### config.mk
export PLATFORM = sky130hd
export DESIGN_NAME = pipe_hazard_ctrl_flat
export DESIGN_NICKNAME = d
export VERILOG_FILES = /design/src/rtl/pipe_hazard_if.sv /design/src/rtl/pipe_hazard_ctrl.sv /design/src/flat_wrapper.sv
export SDC_FILE = /design/constraint.sdc
export NUM_CORES = 1
export LEC_CHECK = 0
export CORE_MARGIN = 4
export CORE_UTILIZATION = 30
export CTS_CLUSTER_SIZE = 12
export DETAILED_ROUTE_END_ITERATION = 10
export GPL_TIMING_DRIVEN = 0
export HOLD_SLACK_MARGIN = 0.06
export PLACE_DENSITY = 0.65
export SLEW_MARGIN = 5
export SYNTH_ARGS = -nofsm -noshare
export SYNTH_HDL_FRONTEND = slang
export SYNTH_SLANG_ARGS = --single-unit
export TNS_END_PERCENT = 1
### constraint.sdc
create_clock -name clk -period 2.4 [get_ports clk]
set_input_delay 0.72 -clock clk [delete_from_list [all_inputs] [get_ports clk]]
set_output_delay 0.72 -clock clk [all_outputs]
set_load 0.01 [all_outputs]
### src/rtl/pipe_hazard_if.sv
// Pipeline hazard controller signal bundle: stage status in, freeze/stall/flush controls out.
// The pipeline (master) drives the stage status; the controller (slave) drives the controls.
interface pipe_hazard_if;
    logic       mem_r_en;
    logic       mem_w_en;
    logic       exe_wb_en;
    logic       exe_mem_r_en;
    logic [3:0] exe_dest;
    logic       mem_wb_en;
    logic [3:0] mem_dest;
    logic [3:0] id_src1;
    logic [3:0] id_src2;
    logic       id_two_src;
    logic       id_src1_valid;
    logic       branch_taken;
    logic       sram_freeze;
    logic       sram_start;
    logic       hazard_stall;
    logic       flush;

    modport master (
        output mem_r_en, mem_w_en, exe_wb_en, exe_mem_r_en, exe_dest,
               mem_wb_en, mem_dest, id_src1, id_src2, id_two_src,
               id_src1_valid, branch_taken,
        input  sram_freeze, sram_start, hazard_stall, flush
    );

    modport slave (
        input  mem_r_en, mem_w_en, exe_wb_en, exe_mem_r_en, exe_dest,
               mem_wb_en, mem_dest, id_src1, id_src2, id_two_src,
               id_src1_valid, branch_taken,
        output sram_freeze, sram_start, hazard_stall, flush
    );
endinterface

### src/rtl/pipe_hazard_ctrl.sv
// Central stall/flush controller: SRAM access sequencer, RAW hazard detection, branch flush.
// Define PIPE_FWD_EN when a forwarding unit exists: only load-use hazards then stall.
//
// state  | meaning
// IDLE   | no SRAM access; a MEM-stage load/store starts one this cycle
// ACCESS | access in flight; freeze while cnt != 0, release when cnt == 0
module pipe_hazard_ctrl #(
    parameter int unsigned SRAM_WAIT = 6
) (
    input  logic          clk,
    input  logic          rst,
    pipe_hazard_if.slave  ctrl_if
);
    typedef enum logic {IDLE, ACCESS} state_t;

    localparam logic [3:0] CNT_LOAD = 4'(SRAM_WAIT - 2);

    state_t     state_q, state_d;
    logic [3:0] cnt_q, cnt_d;
    logic       req;
    logic       start;
    logic       freeze;
    logic       hz;
    logic       m1_exe, m2_exe;

    assign req = ctrl_if.mem_r_en | ctrl_if.mem_w_en;

    always_comb begin
        state_d = state_q;
        cnt_d   = cnt_q;
        start   = 1'b0;
        freeze  = 1'b0;
        case (state_q)
            IDLE: begin
                if (req) begin
                    start   = 1'b1;
                    freeze  = 1'b1;
                    cnt_d   = CNT_LOAD;
                    state_d = ACCESS;
                end
            end
            ACCESS: begin
                // Requests are ignored here: the requester is held in MEM by the freeze.
                if (cnt_q != 4'd0) begin
                    freeze = 1'b1;
                    cnt_d  = cnt_q - 4'd1;
                end else begin
                    state_d = IDLE;
                end
            end
            default: state_d = IDLE;
        endcase
    end

    always_ff @(posedge clk or posedge rst) begin
        if (rst) begin
            state_q <= IDLE;
            cnt_q   <= 4'd0;
        end else begin
            state_q <= state_d;
            cnt_q   <= cnt_d;
        end
    end

    assign m1_exe = ctrl_if.id_src1_valid & (ctrl_if.id_src1 == ctrl_if.exe_dest);
    assign m2_exe = ctrl_if.id_two_src    & (ctrl_if.id_src2 == ctrl_if.exe_dest);

`ifdef PIPE_FWD_EN
    logic unused_hz_inputs;
    assign unused_hz_inputs = ^{ctrl_if.exe_wb_en, ctrl_if.mem_wb_en, ctrl_if.mem_dest};
    assign hz = ctrl_if.exe_mem_r_en & (m1_exe | m2_exe);
`else
    logic m1_mem, m2_mem;
    logic unused_hz_inputs;
    assign unused_hz_inputs = ctrl_if.exe_mem_r_en;
    assign m1_mem = ctrl_if.id_src1_valid & (ctrl_if.id_src1 == ctrl_if.mem_dest);
    assign m2_mem = ctrl_if.id_two_src    & (ctrl_if.id_src2 == ctrl_if.mem_dest);
    assign hz = (ctrl_if.exe_wb_en & (m1_exe | m2_exe))
              | (ctrl_if.mem_wb_en & (m1_mem | m2_mem));
`endif

    // Freeze dominates; a flush dominates a stall; reset silences everything immediately.
    assign ctrl_if.sram_start   = ~rst & start;
    assign ctrl_if.sram_freeze  = ~rst & freeze;
    assign ctrl_if.flush        = ~rst & ctrl_if.branch_taken & ~freeze;
    assign ctrl_if.hazard_stall = ~rst & hz & ~freeze & ~ctrl_if.branch_taken;
endmodule

### src/flat_wrapper.sv
// flat-port wrapper written by rule: the top's interface ports become plain ports
module pipe_hazard_ctrl_flat 
#(
    parameter int unsigned SRAM_WAIT = 6
)
  (clk, rst, ctrl_if_mem_r_en, ctrl_if_mem_w_en, ctrl_if_exe_wb_en, ctrl_if_exe_mem_r_en, ctrl_if_exe_dest, ctrl_if_mem_wb_en, ctrl_if_mem_dest, ctrl_if_id_src1, ctrl_if_id_src2, ctrl_if_id_two_src, ctrl_if_id_src1_valid, ctrl_if_branch_taken, ctrl_if_sram_freeze, ctrl_if_sram_start, ctrl_if_hazard_stall, ctrl_if_flush);
  pipe_hazard_if ctrl_if_i ();
  input  logic clk;
  input  logic rst;
  input wire logic [$bits(ctrl_if_i.mem_r_en)-1:0] ctrl_if_mem_r_en;
  input wire logic [$bits(ctrl_if_i.mem_w_en)-1:0] ctrl_if_mem_w_en;
  input wire logic [$bits(ctrl_if_i.exe_wb_en)-1:0] ctrl_if_exe_wb_en;
  input wire logic [$bits(ctrl_if_i.exe_mem_r_en)-1:0] ctrl_if_exe_mem_r_en;
  input wire logic [$bits(ctrl_if_i.exe_dest)-1:0] ctrl_if_exe_dest;
  input wire logic [$bits(ctrl_if_i.mem_wb_en)-1:0] ctrl_if_mem_wb_en;
  input wire logic [$bits(ctrl_if_i.mem_dest)-1:0] ctrl_if_mem_dest;
  input wire logic [$bits(ctrl_if_i.id_src1)-1:0] ctrl_if_id_src1;
  input wire logic [$bits(ctrl_if_i.id_src2)-1:0] ctrl_if_id_src2;
  input wire logic [$bits(ctrl_if_i.id_two_src)-1:0] ctrl_if_id_two_src;
  input wire logic [$bits(ctrl_if_i.id_src1_valid)-1:0] ctrl_if_id_src1_valid;
  input wire logic [$bits(ctrl_if_i.branch_taken)-1:0] ctrl_if_branch_taken;
  output wire logic [$bits(ctrl_if_i.sram_freeze)-1:0] ctrl_if_sram_freeze;
  output wire logic [$bits(ctrl_if_i.sram_start)-1:0] ctrl_if_sram_start;
  output wire logic [$bits(ctrl_if_i.hazard_stall)-1:0] ctrl_if_hazard_stall;
  output wire logic [$bits(ctrl_if_i.flush)-1:0] ctrl_if_flush;
  assign ctrl_if_i.mem_r_en = ctrl_if_mem_r_en;
  assign ctrl_if_i.mem_w_en = ctrl_if_mem_w_en;
  assign ctrl_if_i.exe_wb_en = ctrl_if_exe_wb_en;
  assign ctrl_if_i.exe_mem_r_en = ctrl_if_exe_mem_r_en;
  assign ctrl_if_i.exe_dest = ctrl_if_exe_dest;
  assign ctrl_if_i.mem_wb_en = ctrl_if_mem_wb_en;
  assign ctrl_if_i.mem_dest = ctrl_if_mem_dest;
  assign ctrl_if_i.id_src1 = ctrl_if_id_src1;
  assign ctrl_if_i.id_src2 = ctrl_if_id_src2;
  assign ctrl_if_i.id_two_src = ctrl_if_id_two_src;
  assign ctrl_if_i.id_src1_valid = ctrl_if_id_src1_valid;
  assign ctrl_if_i.branch_taken = ctrl_if_branch_taken;
  assign ctrl_if_sram_freeze = ctrl_if_i.sram_freeze;
  assign ctrl_if_sram_start = ctrl_if_i.sram_start;
  assign ctrl_if_hazard_stall = ctrl_if_i.hazard_stall;
  assign ctrl_if_flush = ctrl_if_i.flush;
  pipe_hazard_ctrl #(.SRAM_WAIT(SRAM_WAIT)) u_core (.clk(clk), .rst(rst), .ctrl_if(ctrl_if_i));
endmodule
==> Word-level counts from Yosys, hierarchy flattened <==
Index checks and enable logic that the tools add are counted.
{ "word_totals": {"output_inout_bits": 4, "inputBits": 26, "reg_bits": 5} }
{ "op_classes": {"bitwise_logic": 21, "add_sub_neg": 1, "n_reduce_logical": 2, "n_mux": 7, "n_eq_ne": 6} }
{ "ops": {"columns": ["cell", "count"], "rows": [
  ["$eq 4x4->1", 4],
  ["$and 1x1->1", 13],
  ["$mux 4", 2],
  ["$pmux 4 s2", 1],
  ["$not 1->1", 4],
  ["$or 1x1->1", 4],
  ["$reduce_bool 4->1", 1],
  ["$sub 4x1->4 const B", 1],
  ["$mux 1", 3],
  ["$ne 2x1->1 const B", 1],
  ["$ne 2x2->1 const B", 1],
  ["$pmux 1 s2", 1],
  ["$reduce_and 2->1", 1]
]} }

==> Longest topological paths before layout <==
{ "logic_depth": {"ltp_word": 8, "ltp_mapped": 7, "depth_no_buf": 7} }

==> Least setup slack after synthesis <==
OpenSTA, ideal clock, no wires.
{ "synth_path": {"path_type": "input to output", "startpoint": "input ctrl_if_id_src1[3]", "endpoint": "output ctrl_if_hazard_stall", "n_path_buf": 0, "arrival_time_ps": 1443, "setup_slack_ps": 237, "cell_stages": 4, "path_cell_list": "xor2_1 -> nor4_1 -> nor4_1 -> nor4_2"} }
{ "synth_between": {"elab_chain_cells": 8, "elab_cells_between_ends": 12} }
{ "synth_lines": {"columns": ["item", "line_no", "source"], "rows": [
  ["start: declaration", "flat_wrapper.sv:17", "input wire logic [$bits(ctrl_if_i.id_src1)-1:0] ctrl_if_id_src1;"],
  ["$eq 4x4->1 (on tied branches)", "pipe_hazard_ctrl.sv:65, pipe_hazard_ctrl.sv:76", null],
  ["$and 1x1->1 (on tied branches)", "pipe_hazard_ctrl.sv:65, pipe_hazard_ctrl.sv:76", null],
  ["$or 1x1->1 (on tied branches)", "pipe_hazard_ctrl.sv:78, pipe_hazard_ctrl.sv:79", null],
  ["$and 1x1->1 (on tied branches)", "pipe_hazard_ctrl.sv:78, pipe_hazard_ctrl.sv:79", null],
  ["$or 1x1->1 (*)", "pipe_hazard_ctrl.sv:79", "| (ctrl_if.mem_wb_en & (m1_mem | m2_mem));"],
  ["$and 1x1->1 (*) (3 in series)", "pipe_hazard_ctrl.sv:86", "assign ctrl_if.hazard_stall = ~rst & hz & ~freeze & ~ctrl_if.branch_taken;"],
  ["end: declaration", "flat_wrapper.sv:24", "output wire logic [$bits(ctrl_if_i.hazard_stall)-1:0] ctrl_if_hazard_stall;"]
]} }
Every way passes the cells marked *; elsewhere a longest branch is shown, timed or not.

==> Final worst setup path <==
{ "layout_path": {"startpoint": "input ctrl_if_id_src2[3]", "endpoint": "output ctrl_if_hazard_stall"} }
{ "layout_between": {"elab_chain_cells": 8, "elab_cells_between_ends": 12} }
{ "layout_lines": {"columns": ["item", "line_no", "source"], "rows": [
  ["start: declaration", "flat_wrapper.sv:18", "input wire logic [$bits(ctrl_if_i.id_src2)-1:0] ctrl_if_id_src2;"],
  ["$eq 4x4->1 (on tied branches)", "pipe_hazard_ctrl.sv:66, pipe_hazard_ctrl.sv:77", null],
  ["$and 1x1->1 (on tied branches)", "pipe_hazard_ctrl.sv:66, pipe_hazard_ctrl.sv:77", null],
  ["$or 1x1->1 (on tied branches)", "pipe_hazard_ctrl.sv:78, pipe_hazard_ctrl.sv:79", null],
  ["$and 1x1->1 (on tied branches)", "pipe_hazard_ctrl.sv:78, pipe_hazard_ctrl.sv:79", null],
  ["$or 1x1->1 (*)", "pipe_hazard_ctrl.sv:79", null],
  ["$and 1x1->1 (*) (3 in series)", "pipe_hazard_ctrl.sv:86", null]
]} }
Marked as above.

==> impl_metrics.toml <==
[outcome]
status = "finished with violations"
violations = "setup timing"

[critical_path]
reg2reg_depth = 9
worstPathMaxFanout = 2
rr_startpoint = "u_core.cnt_q[0]"
worst_setup_path_end_kind = "primary output"
cpPeakStageDelay_ns = 0.31
worstPathCellList = "clkdlybuf4s15_2 -> xor2_1 -> nor4_2 -> nor4_2 -> nor4_2 -> buf_2"
critPathKind = "in -> out"
path_buf_inv = 2
crit_arrival_ns = 1.75
reg2reg_to = "u_core.cnt_q[3]"
worst-r2r-setup-slack_ns = 0.68
crit_cells = 6
cp-startpoint = "ctrl_if_id_src2[3]"
cp.required_ns = 1.68
startpoint_type = "input port"
cpMostUsedCell = "nor4_2"
cp_top_family = "simple AND/OR/NAND/NOR gates"
crit_end = "ctrl_if_hazard_stall"
slowest_stage = "nor4_2"

[logic_synthesis]
yosysWarnings = 0
syn_area_sq_um = 477
syn_inst = 51
syn_avg_cell_area_sq_um = 9.35
ys_seq_area_frac = 0.262
synth-seq-cells = 5
synth_cell_types = 19
synth_nets = 78

[power]
p_per_area_nw_per_um2 = 715
seqPwrFrac = 0.263
clkPwrFrac = 0.145
switching_share = 0.377
ir_drop_mv = 0.462
power_frac_comb = 0.592
leakage_nw = 0.412
switchingPower_uw = 246
internal_power_uw = 407

[route]
drt_iter0_drc = 1
wirelength_mm = 1.47
drt-pass1-iter-count = 3
wl_per_cell_um = 13.7
viasPerCell = 4.81
ant_nets = 0
via_count = 515
drc_errors = 0

[floorplanning]
row_count = 14
ioPinCount = 30
die_area_sq_um = 2290
fp.dieH_um = 47.9
start_util = 0.316
core_area_sq_um = 1510
die_x_um = 47.9

[clock_tree]
hold_buffers = 0
clock_path_buffers = 2
cts_root_buffer = "clkbuf_4"
clk_latency_ns = 0.24
tritoncts = "built"
cts_buffers = 3
clkTransAtPathRegs_ns = 0.04
cts.sinks = 5
cts_max_level = 1

[hold_path]
min_from = "u_core.cnt_q[1]"
hp-class = "reg -> reg"

[global_route]
grt_start_max_net_pins = 7
use_met3 = 0.0263
use_met1 = 0.145
grt_pass1_wl_mm = 1.90
grt_pass1_vias = 470
met2_usage = 0.187
antenna_found_initial = 0
grt.total_usage = 0.118
grt-busiest-layer = "met2"
overflow = 0

[finish]
postLayoutCellArea_sq_um = 913
antennaDiodeCount = 0
area_delta_synth_final_pct = 91.6
drive_above_1_share = 0.527
fin_nets = 119

[sta]
period_share = 1.03
hold_violations = 0
worstMarginPinSlew_ns = 0.285
holdWs_ns = 0.536
finalSetupViolations = 1
final_max_slew_viol_count = 0
fin_skew_ns = 0.00107
layout_min_cycle_time_ns = 2.47
max_freq_ghz = 0.404
relSlewSlack = 0.810
worst_slack_ns = -0.0737
rsz0062_at_grt = "yes"

[placement]
post_dp_cell_area_sq_um = 777
hpwl_um = 995
port_buffers = 28
gp_congestion = 0.754

[job]
drv_cap = 0
## layer usage
metal	routed length, um	part of all wire
met1	563	0.38
met2	759	0.52
met3	125	0.085
met4	21	0.014
met5	0	0
## cells in the final DEF, fill, tap and decap left out, drive strengths merged
master,count
nor4,7
xor2,13
o21ai,2
mux2i,1
a21oi,1
clkdlybuf4s50,2
and2,1
o31ai,1
a31oi,1
nand3,5
xnor2,4
clkdlybuf4s15,5
nor2,1
o21bai,1
inv,4
dlygate4sd2,5
ha,1
clkbuf,6
and3,1
nor3b,1
nand2,1
dfrtp,5
buf,22
## kinds of logic after synthesis
logic type	after synthesis	synth area share
and+or+nand+nor	17	0.234
buffers and inverters	4	0.0315
AOI/OAI and AO/OA	6	0.113
adders and majority gates	1	0.0262
DFF	5	0.262
xor gates and xnor gates	17	0.312
muxes	1	0.0210
## cell usage after synthesis (all sizes together)
master  instances  area share
inv             4       0.031
and2            1       0.013
a21oi           1       0.010
a31oi           1       0.013
nor4            7        0.12
o21ai           2       0.021
xnor2           4       0.073
o31ai           1       0.045
nand2           1       0.013
dfrtp           5        0.26
nand3           5       0.052
ha              1       0.026
nor2            1      0.0079
mux2i           1       0.021
nor3b           1       0.016
and3            1       0.013
xor2           13        0.24
o21bai          1       0.024
## flip-flops by register name, summed over array words and instances (netlist names)
| register | flops |
|---|---|
| u_core.cnt_q | 4 |
| u_core.state_q | 1 |
## area by class of cell
cell class | count | area (sq um)
Timing Repair Buffer | 36 | 288
Inverter | 4 | 15.0
Clock buffer | 4 | 26.3
Multi-Input combinational cell | 42 | 439
Sequential cell | 5 | 125
Fill cell | 141 | 593
Tap cell | 16 | 20.0
## per-stage QoR
stage,std cells,setup TNS [ns],total power [mW],util,worst slack [ns]
after floorplan,51,0,0.332,-,0.237
after CTS,100,-0.209,0.548,0.556,-0.151
after global routing,107,-0.340,0.709,0.606,-0.213
after global placement,95,-2.05,0.435,0.516,-0.803
after detailed placement,95,-2.11,0.438,0.516,-0.817
final,107,-0.0737,0.653,0.606,-0.0737
## how the worst min path moves through the flow
| stage | end | slack, ns | cells after the start |
|---|---|---|---|
| final | u_core.cnt_q[1] | 0.54 | 2 |
| after global routing | u_core.cnt_q[1] | 0.59 | 2 |
| after CTS | u_core.cnt_q[0] | 0.53 | 1 |
| after floorplan | u_core.cnt_q[0] | 0.49 | 1 |
| after detailed placement | u_core.cnt_q[0] | 0.53 | 1 |
| after global placement | u_core.cnt_q[0] | 0.51 | 1 |
## worst min-delay path, cell delays in order, from the launching register on
cell     delay [ns]
dfrtp_1        0.36
nand3_1        0.07
o21ai_0        0.06
## power groups by stage
stage / Sequential, mW / Combinational, mW / Clock (mW)
2_1_floorplan: 0.164 / 0.167 / 0
3_3_place_gp: 0.171 / 0.264 / 0
6_report: 0.171 / 0.386 / 0.0950
5_1_grt: 0.176 / 0.429 / 0.103
4_1_cts: 0.172 / 0.276 / 0.0998
3_5_place_dp: 0.173 / 0.265 / 0
## repair_timing
action,CTS,global route
pin swaps,20,10
buffers inserted,1,7
resized for setup,93,11
setup endpoints to repair,4,2
Power figures use the tool's default switching activity.
